File: src/rtl/pc_seq_pkg.sv
`default_nettype none
// +----------------------------------------------------------------------+
// | pc_seq_pkg : state and next-pc select encodings for pc_sequencer     |
// | Rev 1.0                                                              |
// +----------------------------------------------------------------------+
package pc_seq_pkg;

  typedef enum logic [1:0] {
    ST_BOOT = 2'd0,
    ST_RUN  = 2'd1,
    ST_HALT = 2'd2,
    ST_IRQ  = 2'd3
  } state_e;

  typedef enum logic [2:0] {
    SEL_HOLD = 3'd0,
    SEL_INC  = 3'd1,
    SEL_BR   = 3'd2,
    SEL_JMP  = 3'd3,
    SEL_VEC  = 3'd4
  } sel_e;

  function automatic logic is_redirect(input sel_e s);
    return (s == SEL_BR) || (s == SEL_JMP) || (s == SEL_VEC);
  endfunction

endpackage
`default_nettype wire

File: src/rtl/pc_next_mux.sv
`default_nettype none
// +----------------------------------------------------------------------+
// | pc_next_mux : combinational next-pc select and +1 increment          |
// | Rev 1.0                                                              |
// +----------------------------------------------------------------------+
module pc_next_mux
  import pc_seq_pkg::*;
#(
  parameter int PC_W = 32
) (
  input  sel_e            sel,
  input  logic [PC_W-1:0] pc,
  input  logic [PC_W-1:0] br_target,
  input  logic [PC_W-1:0] jmp_target,
  input  logic [PC_W-1:0] vec,
  output logic [PC_W-1:0] pc_inc,
  output logic [PC_W-1:0] pc_next
);

  // Wraps silently at the top of the address space.
  assign pc_inc = pc + {{(PC_W-1){1'b0}}, 1'b1};

  always_comb begin
    pc_next = pc;
    case (sel)
      SEL_INC: pc_next = pc_inc;
      SEL_BR:  pc_next = br_target;
      SEL_JMP: pc_next = jmp_target;
      SEL_VEC: pc_next = vec;
      default: pc_next = pc;
    endcase
  end

endmodule
`default_nettype wire

File: src/rtl/pc_sequencer.sv
`default_nettype none
// +----------------------------------------------------------------------+
// | pc_sequencer : program counter owner (boot/run/halt/irq sequencing)  |
// | Optional interrupt entry enabled by defining PC_IRQ_EN. Rev 1.0      |
// +----------------------------------------------------------------------+
module pc_sequencer
  import pc_seq_pkg::*;
#(
  parameter int              PC_W       = 32,
  parameter logic [PC_W-1:0] RESET_PC   = '0,
  parameter logic [PC_W-1:0] IRQ_VECTOR = PC_W'(4)
) (
  input  logic            clk,
  input  logic            rst_n,
  input  logic            fetch_ready,
  input  logic            stall,
  input  logic            branch_taken,
  input  logic [PC_W-1:0] branch_target,
  input  logic            jump,
  input  logic [PC_W-1:0] jump_target,
  input  logic            halt,
  input  logic            resume,
  input  logic            irq,
  output logic [PC_W-1:0] pc,
  output logic            pc_valid,
  output logic            redirect,
  output logic [PC_W-1:0] epc,
  output logic [1:0]      state
);

  state_e            state_q, state_d;
  logic [PC_W-1:0]   pc_q, pc_d, epc_q, epc_d, pc_inc;
  logic              pc_valid_q, pc_valid_d;
  logic              redirect_q, redirect_d;
  logic              irq_req;
  sel_e              sel;

  pc_next_mux #(.PC_W(PC_W)) u_next_mux (
    .sel        (sel),
    .pc         (pc_q),
    .br_target  (branch_target),
    .jmp_target (jump_target),
    .vec        (IRQ_VECTOR),
    .pc_inc     (pc_inc),
    .pc_next    (pc_d)
  );

`ifdef PC_IRQ_EN
  logic irq_armed_q, irq_armed_d;

  // Edge re-arm: one taken entry disarms until irq is seen low.
  assign irq_req = irq & irq_armed_q;

  always_comb begin
    irq_armed_d = irq_armed_q;
    if (sel == SEL_VEC) irq_armed_d = 1'b0;
    else if (!irq)      irq_armed_d = 1'b1;
  end

  always_ff @(posedge clk) begin
    if (!rst_n) irq_armed_q <= 1'b1;
    else        irq_armed_q <= irq_armed_d;
  end
`else
  logic unused_irq;
  assign unused_irq = irq;
  assign irq_req    = 1'b0;
`endif

  always_comb begin
    state_d = state_q;
    sel     = SEL_HOLD;
    epc_d   = epc_q;
    case (state_q)
      ST_BOOT: state_d = ST_RUN;
      ST_RUN, ST_IRQ: begin
        if (state_q == ST_RUN && irq_req) begin
          sel     = SEL_VEC;
          state_d = ST_IRQ;
          if (branch_taken) epc_d = branch_target;
          else if (jump)    epc_d = jump_target;
          else              epc_d = pc_q;
        end else begin
          state_d = ST_RUN;
          if (branch_taken)                 sel = SEL_BR;
          else if (jump)                    sel = SEL_JMP;
          else if (halt)                    state_d = ST_HALT;
          else if (!stall && fetch_ready)   sel = SEL_INC;
        end
      end
      ST_HALT: begin
        if (irq_req) begin
          sel     = SEL_VEC;
          state_d = ST_IRQ;
          epc_d   = pc_inc;
        end else if (resume) begin
          sel     = SEL_INC;
          state_d = ST_RUN;
        end
      end
      default: state_d = ST_BOOT;
    endcase
`ifndef PC_IRQ_EN
    epc_d = '0;
`endif
  end

  assign pc_valid_d = (state_d == ST_RUN) || (state_d == ST_IRQ);
  assign redirect_d = is_redirect(sel);

  always_ff @(posedge clk) begin
    if (!rst_n) begin
      state_q    <= ST_BOOT;
      pc_q       <= RESET_PC;
      epc_q      <= '0;
      pc_valid_q <= 1'b0;
      redirect_q <= 1'b0;
    end else begin
      state_q    <= state_d;
      pc_q       <= pc_d;
      epc_q      <= epc_d;
      pc_valid_q <= pc_valid_d;
      redirect_q <= redirect_d;
    end
  end

  assign pc       = pc_q;
  assign pc_valid = pc_valid_q;
  assign redirect = redirect_q;
  assign epc      = epc_q;
  assign state    = state_q;

endmodule
`default_nettype wire

File: config.mk
export PLATFORM = sky130hd
export DESIGN_NAME = pc_sequencer
export DESIGN_NICKNAME = d
export VERILOG_FILES = /design/src/rtl/pc_seq_pkg.sv /design/src/rtl/pc_next_mux.sv /design/src/rtl/pc_sequencer.sv
export SDC_FILE = /design/constraint.sdc
export NUM_CORES = 1
export LEC_CHECK = 0
export ABC_AREA = 1
export CAP_MARGIN = 20
export CORE_MARGIN = 10
export CORE_UTILIZATION = 35
export CTS_BUF_LIST = sky130_fd_sc_hd__clkbuf_8
export DETAILED_ROUTE_END_ITERATION = 10
export GPL_TIMING_DRIVEN = 1
export PLACE_DENSITY = 0.68
export SLEW_MARGIN = 20
export SYNTH_ARGS = -nofsm -noshare
export SYNTH_HDL_FRONTEND = slang
export SYNTH_SLANG_ARGS = --single-unit
File: constraint.sdc
create_clock -name clk -period 1.7 [get_ports clk]
set_input_delay 0.34 -clock clk [delete_from_list [all_inputs] [get_ports clk]]
set_output_delay 0.34 -clock clk [all_outputs]
set_load 0.1 [all_outputs]
-- After elaboration in Yosys (flattened, before gate mapping)
Index checks and enable logic that the tools add are counted.
- memory bits (read-only): 0
- bits of input ports: 73
- bits in latches: 0
- memories: 0
- RAM bits: 0
- flip-flop bits (word level): 36
- reduce and logical (&&, ||, !) cells: 8
- multipliers: 0
- order comparisons: 0
- divide/modulo/power cells: 0
- muxes and demuxes: 12
- shifts and indexed selects: 0
- bitwise logic cells: 0
- $add $sub $neg: 1
- eq/ne operators: 9
- operators with widths (operator ; count):
    32-bit case mux with 4 select lines ; 1
    32-bit by 1-bit adder with 32-bit output, second input constant ; 1
    2-bit 2-to-1 mux ; 6
    2-bit == test, second input constant ; 3
    3-bit by 2-bit == test with 1-bit output, second input constant ; 2
    2-bit case mux with 3 select lines ; 1
    3-bit case mux with 2 select lines ; 1
    2-bit by 1-bit == test with 1-bit output, second input constant ; 2
    4-bit nonzero test ; 1
    3-bit by 1-bit == test with 1-bit output, second input constant ; 1
    3-bit == test, second input constant ; 1
    1-bit logical OR ; 3
    1-bit 2-to-1 mux ; 3
    2-bit zero test ; 1
    2-bit OR reduction ; 1
    1-bit logical AND ; 1
    1-bit zero test ; 1

-- Logic depth before layout (Yosys ltp)
- depth after elaboration: 10
- gate-level depth with buffers: 12
- depth with buffers taken out: 11

-- Hierarchy
A second synthesis with hierarchy kept.
- cell total of the unflattened synthesis: 607
- area total of the unflattened synthesis: 3498.4 um2
- modules (own cells, without submodules) (module ; area each (um2) ; times used ; sequential area each (um2) ; cells each):
    pc_next_mux ; 2157.1 ; 1 ; 0.0 ; 448
    pc_sequencer ; 1341.3 ; 1 ; 700.7 ; 159

-- Worst setup path after synthesis
No wires, ideal clock.
- path kind: register to register
- start point: register pc_q[1] (netlist: pc[1])
- end point: register pc_q[16] (netlist: pc[16])
- cell stages (with the launch flop): 9
- clock period less this slack: 2.253 ns
- arrival time: 2.134 ns
- library setup time: 0.120 ns
- buffers on the path: 0
- setup slack: -0.553 ns
- cells stage by stage: dfxtp_1 -> ha_1 -> nand2_1 -> nor2_4 -> nand2_1 -> nor2_1 -> xor2_1 -> a21oi_1 -> nor2_1
- cells in the longest elaborated chain, start to end: 2
- RTL lines (item ; RTL line ; source):
    from (decl) ; pc_sequencer.sv:32 ; logic [PC_W-1:0] pc_q, pc_d, epc_q, epc_d, pc_inc;
    from (signal assigned) ; pc_sequencer.sv:120 ; pc_q <= pc_d;
    32-bit by 1-bit adder with 32-bit output ; pc_next_mux.sv:21 ; assign pc_inc = pc + {{(PC_W-1){1'b0}}, 1'b1};
    32-bit case mux with 4 select lines ; pc_next_mux.sv:25 ; case (sel)
Every way passes these cells.
A chain may end at the register's enable or synchronous reset.

-- Worst setup path in the final report
- start point: register pc_q[6] (netlist: pc[6])
- end point: register pc_q[22] (netlist: pc[22])
The elaborated chain is that of the path after synthesis.

==> reports/metrics.yaml <==
synthesis:
  synth_most_common_cell: "nand2_1"
  synth.area.top_cells: "dfxtp_1 (21%), nand2_1 (20%), buf_4 (8.0%)"
  yosysWarnings: 0
  synth_cell_types: 33
  synthCells: 565
  syn_area_sq_mm: 0.00329
  synth_top_cells_by_count: "nand2_1 (179), nor2_1 (67), inv_1 (52)"
  synth_top_area_share: 0.213
  synth_edf_count: 0
  async_reset_ff_frac: 0
  ys_ff_latch: 35
  ys_seq_area_frac: 0.213
  synth.avg_cell_area_sq_um: 5.83
  ys.flop_type: "dfxtp_1"
  synth.largest_area_cell: "dfxtp_1"
timing:
  hold_violations: 0
  final.min_clock_period_ns: 1.59
  holdWs_ns: 0.562
  skew_ns: 0.00799
  rsz0062_at_grt: "true"
  period_share: 0.933
  setup_viol_count_final: 0
  max_freq_ghz: 0.630
  slew_violations: 0
final_layout:
  drive_gt1_frac: 0.183
  layout.nets: 755
  n_antenna_cell: 0
  fin_cells: 793
  fin_area_sq_mm: 0.00500
  area_growth_pct: 51.8
global_routing:
  grt_pass1_vias: 3703
  track_usage: 0.173
  grt_pass1_wl_mm: 19.0
  grt_start_max_net_pins: 34
  grt_overflow: 0
  antenna_found_initial: 0
cts:
  clkTransAtPathRegs_ns: 0.08
  hold_buffers: 0
  cts_buffers: 5
  cts_setup_buffers: 0
  clock-sinks: 35
  clkLatencyLatePin_ns: 0.30
  clockBufferDepth: 2
  tritoncts: "built"
  ctsResizeCount: 0
  cts_htree_levels: 2
  root_buffer: "clkbuf_8"
drt:
  wl_per_cell_microns: 15.3
  vias: 3847
  routed_wl_mm: 12.1
  drtPass1Iterations: 4
  first_iter_violations: 173
  drc: 0
  route.antenna.remaining_nets: 0
  avgViaCountPerCell: 4.85
die:
  dieArea_sq_mm: 0.0137
  io_pins: 141
  initial_core_util: 0.358
  core_sq_mm: 0.00920
  die_h_microns: 117
  row_count: 35
  die_w_microns: 117
setup_path:
  crit_path_top_delay_cell: "dfxtp_2"
  worstReg2RegEnd: "pc[22]$_SDFFE_PN0P_"
  crit_fanout: 6
  cp.required_ns: 1.92
  worst-path-buf-inv: 0
  r2r_setup_slack_ns: 0.11
  path_class: "reg2reg"
  r2r-start: "pc[6]$_SDFFE_PN0P_"
  worst-r2r-cell-count: 8
  critPathMaxStageDelay_ns: 0.41
  crit_top_cell: "nand2_1"
  path_delay_family: "simple AND/OR/NAND/NOR gates"
  critPathArrivalTime_ns: 1.81
  worstSetupStartpointType: "flop"
  crit_chain: "nand2_1, nor2_2, nand2_1, nor2_1, nand3b_1, nand2_1, nand2_1, a21oi_1"
  worst_setup_path_end_kind: "flop"
worst_hold_path:
  hold_path_class: "reg2reg"
  min-delay-start: "pc[28]$_SDFFE_PN0P_"
  whs_path_depth: 2
  hold_path_end: "pc[28]$_SDFFE_PN0P_"
placement:
  dpl.hpwl_mm: 9.96
  dp_cells: 785
  gp_congestion: 0.887
  numPortBuffers: 107
  dpl-instance-area_sq_mm: 0.00488
power:
  peakVddDrop_mv: 0.451
  p_leak_nw: 2.16
  pwr_density_cell_mw_per_mm2: 767
flow_run:
  drv_cap: 0
status:
  status: "finished clean"
==> stage by stage <==
| stage | worst slack [ns] | setup TNS, ns | total power (W) | util |
|---|---|---|---|---|
| 2_1_floorplan | 0.0194 | 0 | 0.00241 | - |
| 3_3_place_gp | -0.184 | -3.54 | 0.00308 | 0.531 |
| 3_5_place_dp | -0.222 | -4.26 | 0.00310 | 0.531 |
| 4_1_cts | 0.0285 | 0 | 0.00386 | 0.543 |
| 5_1_grt | -0.0107 | -0.0135 | 0.00401 | 0.544 |
| 6_report | 0.114 | 0 | 0.00384 | 0.544 |
==> cells in the final DEF (no fill, tap or decap), types with 2 or more instances in the layout <==
cell type	n
a21oi_1	27
buf_12	40
buf_4	20
clkbuf_8	5
clkdlybuf4s50_1	70
conb_1	32
dfxtp_1	2
dfxtp_2	29
dfxtp_4	4
inv_1	52
inv_2	2
nand2_1	179
nand2_2	4
nand2_4	2
nand3_1	41
nand3b_1	14
nand4_1	4
nor2_1	67
nor2_2	6
nor2_4	6
o211ai_1	15
o21ai_0	39
o21ai_1	5
o21bai_1	3
==> worst max path at each step <==
stage | start | end | slack, ns | cells past startpoint
finish | pc[6]$_SDFFE_PN0P_ | pc[22]$_SDFFE_PN0P_ | 0.11 | 8
detailed placement | jump | pc[15]$_SDFFE_PN0P_ | -0.22 | 11
CTS | pc[0]$_SDFFE_PN0P_ | pc[18]$_SDFFE_PN0P_ | 0.03 | 7
global placement | jump | pc[15]$_SDFFE_PN0P_ | -0.18 | 11
global route | pc[0]$_SDFFE_PN0P_ | pc[18]$_SDFFE_PN0P_ | -0.01 | 7
floorplan | pc[3]$_SDFFE_PN0P_ | pc[9]$_SDFFE_PN0P_ | 0.02 | 9
==> routing by layer <==
metal | global-route usage | wire length, microns | part of all wire
met4 | 0.0313 | 87 | 0.0072
met3 | 0.0438 | 796 | 0.066
met5 | 0 | 0 | 0
met2 | 0.308 | 6140 | 0.51
met1 | 0.206 | 5080 | 0.42
==> power by group <==
group | switching [W] | internal (W) | leakage (nW)
Combinational | 0.00131 | 0.000673 | 1.80
Sequential | 0.000168 | 0.000919 | 0.302
Clock | 0.000333 | 0.000430 | 0.0556
==> worst register-to-register path, delay by kind of cell (launching register included) <==
family             cells  cell delay (ns)
AOI/OAI and AO/OA      1             0.11
DFF                    1             0.41
and+or+nand+nor        7             0.99
==> area by class of cell <==
type                    instances  area, sq um
fillers                       921         4200
multi-input cells             453         2130
repair buffers                131         1660
flip-flops and latches         35          752
inverters                      55          209
well taps                     111          139
clock buffers                   5         68.8
clock inverters                 3         38.8
==> flip-flops by register name, summed over array words and instances (netlist names) <==
name and flops:
redirect 1, state 2, pc 32
==> cell families after synthesis <==
family,after synthesis,share of synthesized area
compound gates,92,0.156
buf+inv,108,0.180
xor+xnor,1,0.00266
flops,35,0.213
other cells,1,0.00114
simple gates,327,0.444
fa+ha+maj,1,0.00380
Note: power is estimated with default switching activity, not from simulation.
